### config.mk
export PLATFORM = sky130hd
export DESIGN_NAME = rand_interval_timer
export DESIGN_NICKNAME = d
export VERILOG_FILES = /design/src/rtl/rand_timer_pkg.sv /design/src/rtl/rit_down_counter.sv /design/src/rtl/rand_interval_timer.sv
export SDC_FILE = /design/constraint.sdc
export NUM_CORES = 1
export LEC_CHECK = 0
export ABC_AREA = 1
export BUFFER_PORTS_ARGS = -buffer_cell sky130_fd_sc_hd__buf_2
export CORE_MARGIN = 2
export CORE_UTILIZATION = 49
export DETAILED_ROUTE_END_ITERATION = 6
export PLACE_DENSITY = 0.75
export SETUP_SLACK_MARGIN = 0.02
export SLEW_MARGIN = 20
export SYNTH_ARGS = -nofsm -noshare
export SYNTH_HDL_FRONTEND = slang
export SYNTH_SLANG_ARGS = --single-unit
### constraint.sdc
create_clock -name clk -period 1.85 [get_ports clk]
set_input_delay 0.37 -clock clk [delete_from_list [all_inputs] [get_ports clk]]
set_output_delay 0.37 -clock clk [all_outputs]
set_load 0.02 [all_outputs]
### src/rtl/rand_timer_pkg.sv
// Shared types and constants for the randomized interval timer.
package rand_timer_pkg;

    typedef enum logic [1:0] {
        RIT_IDLE,
        RIT_LOAD,
        RIT_COUNT,
        RIT_WAIT_ACK
    } rit_state_t;

    localparam int RIT_DEF_WIDTH        = 10;
    localparam int RIT_DEF_MIN_INTERVAL = 16;

    // All-ones is the state an XNOR LFSR can never leave.
    localparam logic [RIT_DEF_WIDTH-1:0] RIT_LOCKUP_PATTERN = {RIT_DEF_WIDTH{1'b1}};

endpackage

### src/rtl/rit_down_counter.sv
// Loadable down-counter; clear beats load beats dec.
module rit_down_counter #(
    parameter int CNT_W = 11
) (
    input  logic             clk,
    input  logic             reset,
    input  logic             load,
    input  logic [CNT_W-1:0] load_val,
    input  logic             clear,
    input  logic             dec,
    output logic             zero
);

    logic [CNT_W-1:0] cnt;

    always_ff @(posedge clk or posedge reset) begin
        if (reset)      cnt <= '0;
        else if (clear) cnt <= '0;
        else if (load)  cnt <= load_val;
        else if (dec)   cnt <= cnt - CNT_W'(1);
    end

    assign zero = (cnt == '0);

endmodule

### src/rtl/rand_interval_timer.sv
// Counts down rand_in + MIN_INTERVAL cycles, then holds fire until ack.
// Optional lock-up detection via `RIT_LOCKUP_DET_EN.
module rand_interval_timer
    import rand_timer_pkg::*;
#(
    parameter int WIDTH        = RIT_DEF_WIDTH,
    parameter int MIN_INTERVAL = RIT_DEF_MIN_INTERVAL,
    parameter int CNT_W        = 11
) (
    input  logic             clk,
    input  logic             reset,
    input  logic             enable,
    input  logic [WIDTH-1:0] rand_in,
    input  logic             ack,
    output logic             fire,
    output logic             busy,
    output logic [CNT_W-1:0] interval,
    output logic             lockup
);

    rit_state_t       state, state_nx;
    logic             cnt_load, cnt_clear, cnt_dec, cnt_zero;
    logic [CNT_W-1:0] n_val;

    assign n_val = CNT_W'(rand_in) + CNT_W'(MIN_INTERVAL);

    rit_down_counter #(.CNT_W(CNT_W)) u_cnt (
        .clk      (clk),
        .reset    (reset),
        .load     (cnt_load),
        .load_val (n_val - CNT_W'(1)),
        .clear    (cnt_clear),
        .dec      (cnt_dec),
        .zero     (cnt_zero)
    );

    always_comb begin
        state_nx  = state;
        cnt_load  = 1'b0;
        cnt_clear = 1'b0;
        cnt_dec   = 1'b0;
        case (state)
            RIT_IDLE: begin
                cnt_clear = 1'b1;
                if (enable) state_nx = RIT_LOAD;
            end
            RIT_LOAD: begin
                cnt_load = 1'b1;
                state_nx = RIT_COUNT;
            end
            RIT_COUNT: begin
                // An abort wins over expiry on the same edge.
                if (!enable) begin
                    cnt_clear = 1'b1;
                    state_nx  = RIT_IDLE;
                end else if (cnt_zero) begin
                    state_nx = RIT_WAIT_ACK;
                end else begin
                    cnt_dec = 1'b1;
                end
            end
            RIT_WAIT_ACK: begin
                if (ack) state_nx = enable ? RIT_LOAD : RIT_IDLE;
            end
            default: state_nx = RIT_IDLE;
        endcase
    end

    always_ff @(posedge clk or posedge reset) begin
        if (reset) begin
            state    <= RIT_IDLE;
            fire     <= 1'b0;
            busy     <= 1'b0;
            interval <= '0;
        end else begin
            state <= state_nx;
            fire  <= (state_nx == RIT_WAIT_ACK);
            busy  <= (state_nx != RIT_IDLE);
            if (state == RIT_LOAD) interval <= n_val;
        end
    end

`ifdef RIT_LOCKUP_DET_EN
    always_ff @(posedge clk or posedge reset) begin
        if (reset)
            lockup <= 1'b0;
        else if (state == RIT_LOAD && rand_in == WIDTH'(RIT_LOCKUP_PATTERN))
            lockup <= 1'b1;
    end
`else
    assign lockup = 1'b0;
`endif

endmodule

# Yosys cells after proc, flatten, opt, wreduce, memory -nomap -nowiden
# Cells that the tools add are included.
word_totals:
  register_bits: 26
  inputBits: 14
  wordCells: 31
classes:
  n_addsub: 3
  eq_ne: 4
  muxes: 15
  n_reduce_logical: 4
op_table:
  columns: ["op", "n"]
  rows:
  - ["11-bit two-way mux", 3]
  - ["11-bit by 1-bit subtractor with 11-bit output, second input constant", 2]
  - ["10-bit by 5-bit adder with 11-bit output, second input constant", 1]
  - ["11-bit zero test", 1]
  - ["2-bit two-way mux", 4]
  - ["2-bit case mux with 4 select lines", 1]
  - ["2-bit equality test, second input constant", 3]
  - ["1-bit two-way mux", 6]
  - ["3-bit nonzero test", 1]
  - ["2-bit by 1-bit equality test with 1-bit output, second input constant", 1]
  - ["2-bit zero test", 1]
  - ["1-bit case mux with 2 select lines", 1]
  - ["2-bit nonzero test", 1]

# Depth between registers and ports, before layout
# Gate-level depths: netlist of run 1.
logic_depth:
  ltp_word: 7
  depth_mapped: 14

# Hierarchy
# A second synthesis of run 1 with hierarchy kept.
unflattened:
  hier_cells: 248
  hier_area_um2: 1685.4
modules_own_cells:
  columns: ["module", "n_inst", "cells_each", "area_per_inst_um2", "seq_area_each_um2"]
  rows:
  - ["rand_interval_timer", 1, 125, 915.9, 375.4]
  - ["rit_down_counter", 1, 123, 769.5, 275.3]

# Worst setup path before layout of run 1
# No wires, ideal clock.
synth_path:
  kind: "register to register"
  from: "reg state[0]"
  to: "reg u_cnt.cnt[10]"
  setup_ns: 0.118
  t_arrival_ns: 1.633
  slack_ns: 0.100
  stages_incl_launch_ff: 15
  path_buffers: 0
  period_less_slack_ns: 1.750
  cell_sequence: "dfrtp_1 > inv_2 > nor2_4 > nand2_1 > o21ai_2 > inv_1 > ha_1 > nand3_1 > nor2_1 > nand2_1 > inv_1 > nand2_1 > o21bai_1 > nand3_1 > nand2_1"
synth_between:
  elab_chain_len: 4
  word_cells_on_any_way: 9
  classes_between: "eq/ne (2); mux (5); reduce/logical (2)"
synth_lines:
  columns: ["element", "line_no", "source"]
  rows:
  - ["start, declared", "rand_interval_timer.sv:21", "rit_state_t state, state_nx;"]
  - ["start signal, assigned", "rand_interval_timer.sv:76", "state <= state_nx;"]
  - ["2-bit by 1-bit equality test with 1-bit output", "rand_interval_timer.sv:42", "case (state)"]
  - ["1-bit two-way mux", "rand_interval_timer.sv:42", null]
  - ["11-bit two-way mux", "rit_down_counter.sv:19", "else if (load) cnt <= load_val;"]
  - ["11-bit two-way mux", "rit_down_counter.sv:18", "else if (clear) cnt <= '0;"]
  - ["end signal, assigned", "rit_down_counter.sv:19", null]
  - ["end signal, assigned", "rit_down_counter.sv:20", "else if (dec) cnt <= cnt - CNT_W'(1);"]
  - ["end, declared", "rit_down_counter.sv:14", "logic [CNT_W-1:0] cnt;"]
# Parallel ways exist; a longest one is shown, timed or not.
# A chain may end at the register's enable or synchronous reset.

# Worst setup path after layout of run 1
# Same ends and word-level chain as after synthesis.

==> results.md, run 1 <==
- Run status: complete, no violations
- Gr usage total: 21.67%
- CP max FO: 6
- Most frequent cells in the layout: nand2_1 (68), buf_2 (26), dfrtp_1 (25), nand3_1 (20), buf_4 (19)
- Core area: 0.002829 mm^2
- Mapped cell area: approximately 0.0015 mm^2
- IO Pins: 28
- CTS tree: done
- WL met2: 1707 um
- Synth Instances: slightly above 200
- Final core utilization: a little under 70%
- Placed Area: 0.001709 mm^2
- Most common cell on crit path: nand2_1
- Post-synth EDFFs: 0
- Most used DFF post-synth: dfrtp_1
- Row count: 19
- Slowest stage cell, crit path: dfrtp_2
- Endpoints failing hold: 0
- Cts bufs inserted: 3
- Max-cap violations: 0
- Synth Net Count: 222
- Clock transition at path regs: about 140 ps
- Initial DRT Pass Iterations: 4
- CTS sink cnt: 26
- Clock H-tree levels: 1
- Initial antenna violation count: 0
- Root buffer cell: clkbuf_4
- Setup TNS: 0 ps
- WP buf/inv: 3
- PwrDens: 1862 mW/mm^2
- Non-Filler Instances: 284
- Die area: ~0.0035 mm^2
- Number of antenna-violating nets in the routed design: 0
- GP Congestion: about 0.92
- GRT Residual Overflow: 0
- Peak VDD IR: 0.8879 mV
- Layout cells sized above 1: 33.99%
- Crit start category: flop
- Crit path cell chain: buf_6 > nand2_4 > buf_4 > buf_6 > nand2_1 > nand2_1 > nor2_1 > nand2_1 > nor2_2 > nand3_1 > nand3_1 > nand2_1
- Highest Signal Layer: met4
- Worst min-delay path class: in -> async
- Top Family by Delay on Critical Path: simple AND/OR/NAND/NOR gates
- Residual DRC: 0
- Vias in the first global route: roughly 1400
- Commonest non-fill, non-tap cell in the layout: nand2_1
- Final WS setup: 52.80 ps
- Cell variety after synth: 28
- Worst-Skew Late Latency: between 300 and 400 ps
- Diode count: 0
- Placed cell count: 270
- Unrepaired setup endpoints after global routing: yes
- Lkg Pwr: 1.077 nW
- First-pass GRT wire length: ~5700 um
- Die Y: roughly 59 um
- Worst Clk Skew: 3.720 ps
- Via count: 1472
- Final period util: a little over nine tenths
- Die width: ~59 um
- Post-synthesis register bit count: 26
- Final hold slack: 50.43 ps
- Final wirelength: 3584 um
- Final net count: 270
- Max frequency: 556.4 MHz
- Fillers: 222
- Largest net degree at the start of global routing: 27
- Area delta synth->final: 30.58%
- Routed len/inst: 12.62 um
- CP endpoint kind: flop
- Met3 WL: roughly 180 um
- Initial Util: 52.50%
- Max Slew Vio Count: 0
- DR iter-0 viols: 116
- Critical path class: reg -> reg
- Warnings from Yosys: 0
- PortBufs: 26
- Max incr delay on CP: between 400 and 500 ps
- Mean Syn Cell Area: 7.210 um^2
- M1 wire length: 1610 um
- # setup viols final: 0
- Worst path required time: 2100 ps
- Clk buf depth: 2
- CP arrival: 2040 ps
- Final HPWL DP: 2412 um
- Post-synthesis sequential area ratio: between 40% and 50%
- Post-route minimum period: between 1500 and 2000 ps
- Design area: a little under 0.002 mm^2
- Setup Slack @ Placement: -16.96 ps
- Via/cell ratio: around 5.2
- Hold_buf cts: 0
- Power Total: 3.611 mW
- Synth async-reset ratio: 100.0%
[cell type report]
class	count	area, um^2	share of cell area (%)
flip-flops and latches	26	651.9	33.61
repair buffers	47	295.3	15.23
inverters	23	88.84	4.581
multi-input cells	153	812.0	41.87
well taps	31	38.79	2.000
clock inverters	1	30.03	1.548
clock buffers	3	22.52	1.161
[worst min-delay path, cell delays in order]
cell and delay, ps:
buf_2 90, inv_1 40, buf_4 310
[logic make-up (layout without fill, tap and decap cells)]
group / count (synthesis) / count (layout) / share of synthesized area (%)
simple gates: 126 / 126 / 36.82
buf+inv: 27 / 74 / 7.666
flops: 26 / 26 / 43.81
compound gates: 22 / 22 / 8.593
fa+ha+maj: 2 / 2 / 1.685
xor+xnor: 2 / 2 / 1.180
other cells: 1 / 1 / 0.2525
[what timing repair did]
action	4_1_cts	5_1_grt
gates resized for setup	6	26
endpoints found under the hold margin	0	0
pin swaps	6	11
buffers inserted	6	4
setup endpoints to repair	2	7
[cell usage after synthesis, types with 2 or more instances]
cell type / number / area share, %
nand2_1: 75 / 19
dfrtp_1: 26 / 44
nand3_1: 22 / 7.4
inv_1: 20 / 5.1
nor2_1: 15 / 3.8
o21ai_0: 11 / 3.7
inv_2: 3 / 0.76
nand2_2: 3 / 1.3
nand4_1: 3 / 1.3
o21ai_1: 3 / 1.0
or2_2: 3 / 1.3
a21oi_1: 2 / 0.67
ha_1: 2 / 1.7
nor2_2: 2 / 0.84
o21ai_2: 2 / 1.2
o21bai_1: 2 / 1.0
[layer usage]
| metal | vias to the layer above | GRT usage [%] |
|---|---|---|
| met2 | 59 | 34.92 |
| met5 | - | 0 |
| met4 | 0 | 9.091 |
| met1 | 655 | 28.67 |
| met3 | 9 | 3.930 |
| li1 | 749 | - |
[flip-flops by register name, summed over array words and instances (netlist names)]
| name | count |
|---|---|
| busy | 1 |
| fire | 1 |
| interval | 11 |
| state | 2 |
| u_cnt.cnt | 11 |
[final timing paths]
path                            endpoint  slack (ps)  cells after the start         from
setup / recovery           u_cnt.cnt[10]          50                     12     state[0]
max in group asynchronous       state[0]        1540                      3        reset
setup reg to reg           u_cnt.cnt[10]          50                     12     state[0]
hold reg to reg              interval[2]         490                      2  interval[2]
min in group clk             interval[0]         250                      3   rand_in[0]
hold / removal               interval[7]          50                      3        reset
[report_power, final]
| group | internal, mW | switching [mW] |
|---|---|---|
| Sequential | 0.803 | 0.152 |
| Clock | 0.220 | 0.182 |
| Combinational | 0.932 | 1.32 |
| Total | 1.95 | 1.66 |
Power figures use the tool's default switching activity.
==> run 2: changes to the inputs <==
- GPL_TIMING_DRIVEN: not set -> 0
- MAX_ROUTING_LAYER: not set -> met4
==> run 2 against run 1 <==
The run now ends with negative setup slack left. Final cell count decreased by 2.5%. Register-to-register slack lost 96 ps. Critical path type unchanged. Clock skew up 0.87 ps. Worst setup slack lost 96 ps. Via count is 2.0% lower. Non-clock buffer count down 6. Hold slack better by 66 ps.
==> results.md, run 2 (synthesis results as in run 1) <==
- Endpoints failing hold: 0 (unchanged)
- Max Slew Vio Count: 0 (unchanged)
- Worst-Skew Late Latency: 320 ps (was 340 ps)
- Violated checks: negative setup slack
- R2R setup slack: -40 ps (was 50 ps)
- Power Total: 3.328 mW (was 3.611 mW)
- Via count: 1443 (was 1472)
- Die area: 0.003487 mm^2 (unchanged)
- WP buf/inv: 2 (was 3)
- Core area: 0.002829 mm^2 (unchanged)
- Placed Area: 0.001654 mm^2 (was 0.001709 mm^2)
- Worst path required time: 2120 ps (was 2100 ps)
- GRT Residual Overflow: 0 (unchanged)
- Crit start category: flop (unchanged)
- Slew headroom: a little under two fifths
- CTS tree: done (unchanged)
- Number of antenna-violating nets in the routed design: 0 (unchanged)
- Initial DRT Pass Iterations: 4 (unchanged)
- Final core utilization: 65.72% (was 68.55%)
- Vias in the first global route: 1222 (was 1354)
- CP max FO: 4 (was 6)
- Commonest non-fill, non-tap cell in the layout: nand2_1 (unchanged)
- Cts bufs inserted: 3 (unchanged)
- Post-route minimum period: 1893 ps (was 1797 ps)
- Design area: 0.001859 mm^2 (was 0.001939 mm^2)
- # setup viols final: 2 (was 0)
- Most frequent cells in the layout: nand2_1 (72), buf_2 (27), dfrtp_1 (24), nand3_1 (19), inv_1 (17) (was nand2_1 (68), buf_2 (26), dfrtp_1 (25), nand3_1 (20), buf_4 (19))
- Final period util: 102.3% (was 97.15%)
- WL met2: 1602 um (was 1707 um)
- Via/cell ratio: 5.209 (was 5.183)
- Max incr delay on CP: 480 ps (was 450 ps)
- Worst min-delay path class: in -> async (unchanged)
- Lkg Pwr: 1.027 nW (was 1.077 nW)
- Crit path cell chain: nor2_4 > o21ai_4 > inv_2 > ha_4 > nand3_4 > nor2_4 > nand2_4 > inv_4 > nand2_2 > o21bai_1 > nand3_1 > nand2_1 (was buf_6 > nand2_4 > buf_4 > buf_6 > nand2_1 > nand2_1 > nor2_1 > nand2_1 > nor2_2 > nand3_1 > nand3_1 > nand2_1)
- Final wirelength: 3416 um (was 3584 um)
- Non-Filler Instances: 277 (was 284)
- Die Y: 59.06 um (unchanged)
- Gr usage total: 19.94% (was 21.67%)
- Max frequency: 528.1 MHz (was 556.4 MHz)
- PwrDens: 1790 mW/mm^2 (was 1862 mW/mm^2)
- Critical path class: reg -> reg (unchanged)
- Largest net degree at the start of global routing: 27 (unchanged)
- Max-cap violations: 0 (unchanged)
- CTS sink cnt: 26 (unchanged)
- Final hold slack: 116.5 ps (was 50.43 ps)
- First-pass GRT wire length: 5140 um (was 5706 um)
- Met3 WL: 194 um (was 183 um)
- Run status: finished with violations (was complete, no violations)
- Clk buf depth: 2 (unchanged)
- Most common cell on crit path: nor2_4 (was nand2_1)
- Initial Util: 52.50% (unchanged)
- Diode count: 0 (unchanged)
- PortBufs: 26 (unchanged)
- Setup Slack @ Placement: -267.0 ps (was -16.96 ps)
- Initial antenna violation count: 0 (unchanged)
- IO Pins: 28 (unchanged)
- Top Family by Delay on Critical Path: simple AND/OR/NAND/NOR gates (unchanged)
- Row count: 19 (unchanged)
- M1 wire length: 1542 um (was 1610 um)
- Placed cell count: 263 (was 270)
- Final WS setup: -43.47 ps (was 52.80 ps)
- Worst Tran Pin Value: roughly 920 ps
- Routed len/inst: 12.33 um (was 12.62 um)
- Peak VDD IR: 0.9731 mV (was 0.8879 mV)
- Layout cells sized above 1: 30.08% (was 33.99%)
- Residual DRC: 0 (unchanged)
- Largest regs: interval x11, u_cnt.cnt x11, state x2 (unchanged)
- Die width: 59.06 um (unchanged)
- Clock transition at path regs: 140 ps (about the same)
- Final HPWL DP: 2275 um (was 2412 um)
- Setup TNS: -51.75 ps (was 0 ps)
- Slowest stage cell, crit path: dfrtp_2 (unchanged)
- Highest Signal Layer: met4 (unchanged)
- Clock H-tree levels: 1 (unchanged)
- CP endpoint kind: flop (unchanged)
- Worst Clk Skew: 4.591 ps (was 3.720 ps)
- Unrepaired setup endpoints after global routing: yes (unchanged)
- DR iter-0 viols: 89 (was 116)
- Final net count: 264 (was 270)
- Area delta synth->final: 25.19% (was 30.58%)
- Root buffer cell: clkbuf_4 (unchanged)
- CP arrival: 2160 ps (was 2040 ps)
- GP Congestion: 0.8573 (was 0.9188)
run 2: changes by cell type in the layout (fill, tap and decap cells not counted), sizes merged:
cell    delta
clkbuf     +1
clkinv     +1
buf        -7
bufinv     -1
inv        -1
run 2: final cells by class:
| type | instances | area [um^2] |
|---|---|---|
| fill | 240 | 969.7 |
| multi-input combinational | 153 | 807.0 |
| sequential | 26 | 653.1 |
| timing repair buffer | 37 | 216.5 |
| inverter | 23 | 93.84 |
| tap | 31 | 38.79 |
| buffer | 4 | 27.53 |
| clock buffer | 3 | 22.52 |
run 2: worst paths after layout:
| kind | startpoint | end | cells after the start |
|---|---|---|---|
| max | state[1] | u_cnt.cnt[10] | 12 |
| min | reset | interval[1] | 2 |
| max reg2reg | state[1] | u_cnt.cnt[10] | 12 |
| min reg2reg | interval[3] | interval[3] | 2 |
| max in group asynchronous | reset | state[1] | 2 |
| min in group clk | rand_in[3] | interval[3] | 3 |
run 2: repair_timing:
action,in CTS,in global routing
hold buffers,0,0
endpoints found under the setup margin,4,6
resized for setup,9,19
pin swaps,1,9
buffers inserted,5,6
run 2: power by group:
group,internal [mW],switching [mW]
Sequential,0.805,0.144
Combinational,0.828,1.31
Clock,0.0763,0.162
run 2: layer usage:
metal  track usage (%)  vias to the layer above
li1                  -                      734
met1             26.29                      649
met2             32.06                       52
met3             2.620                        8
met4             6.169                        0
met5                 -                        -
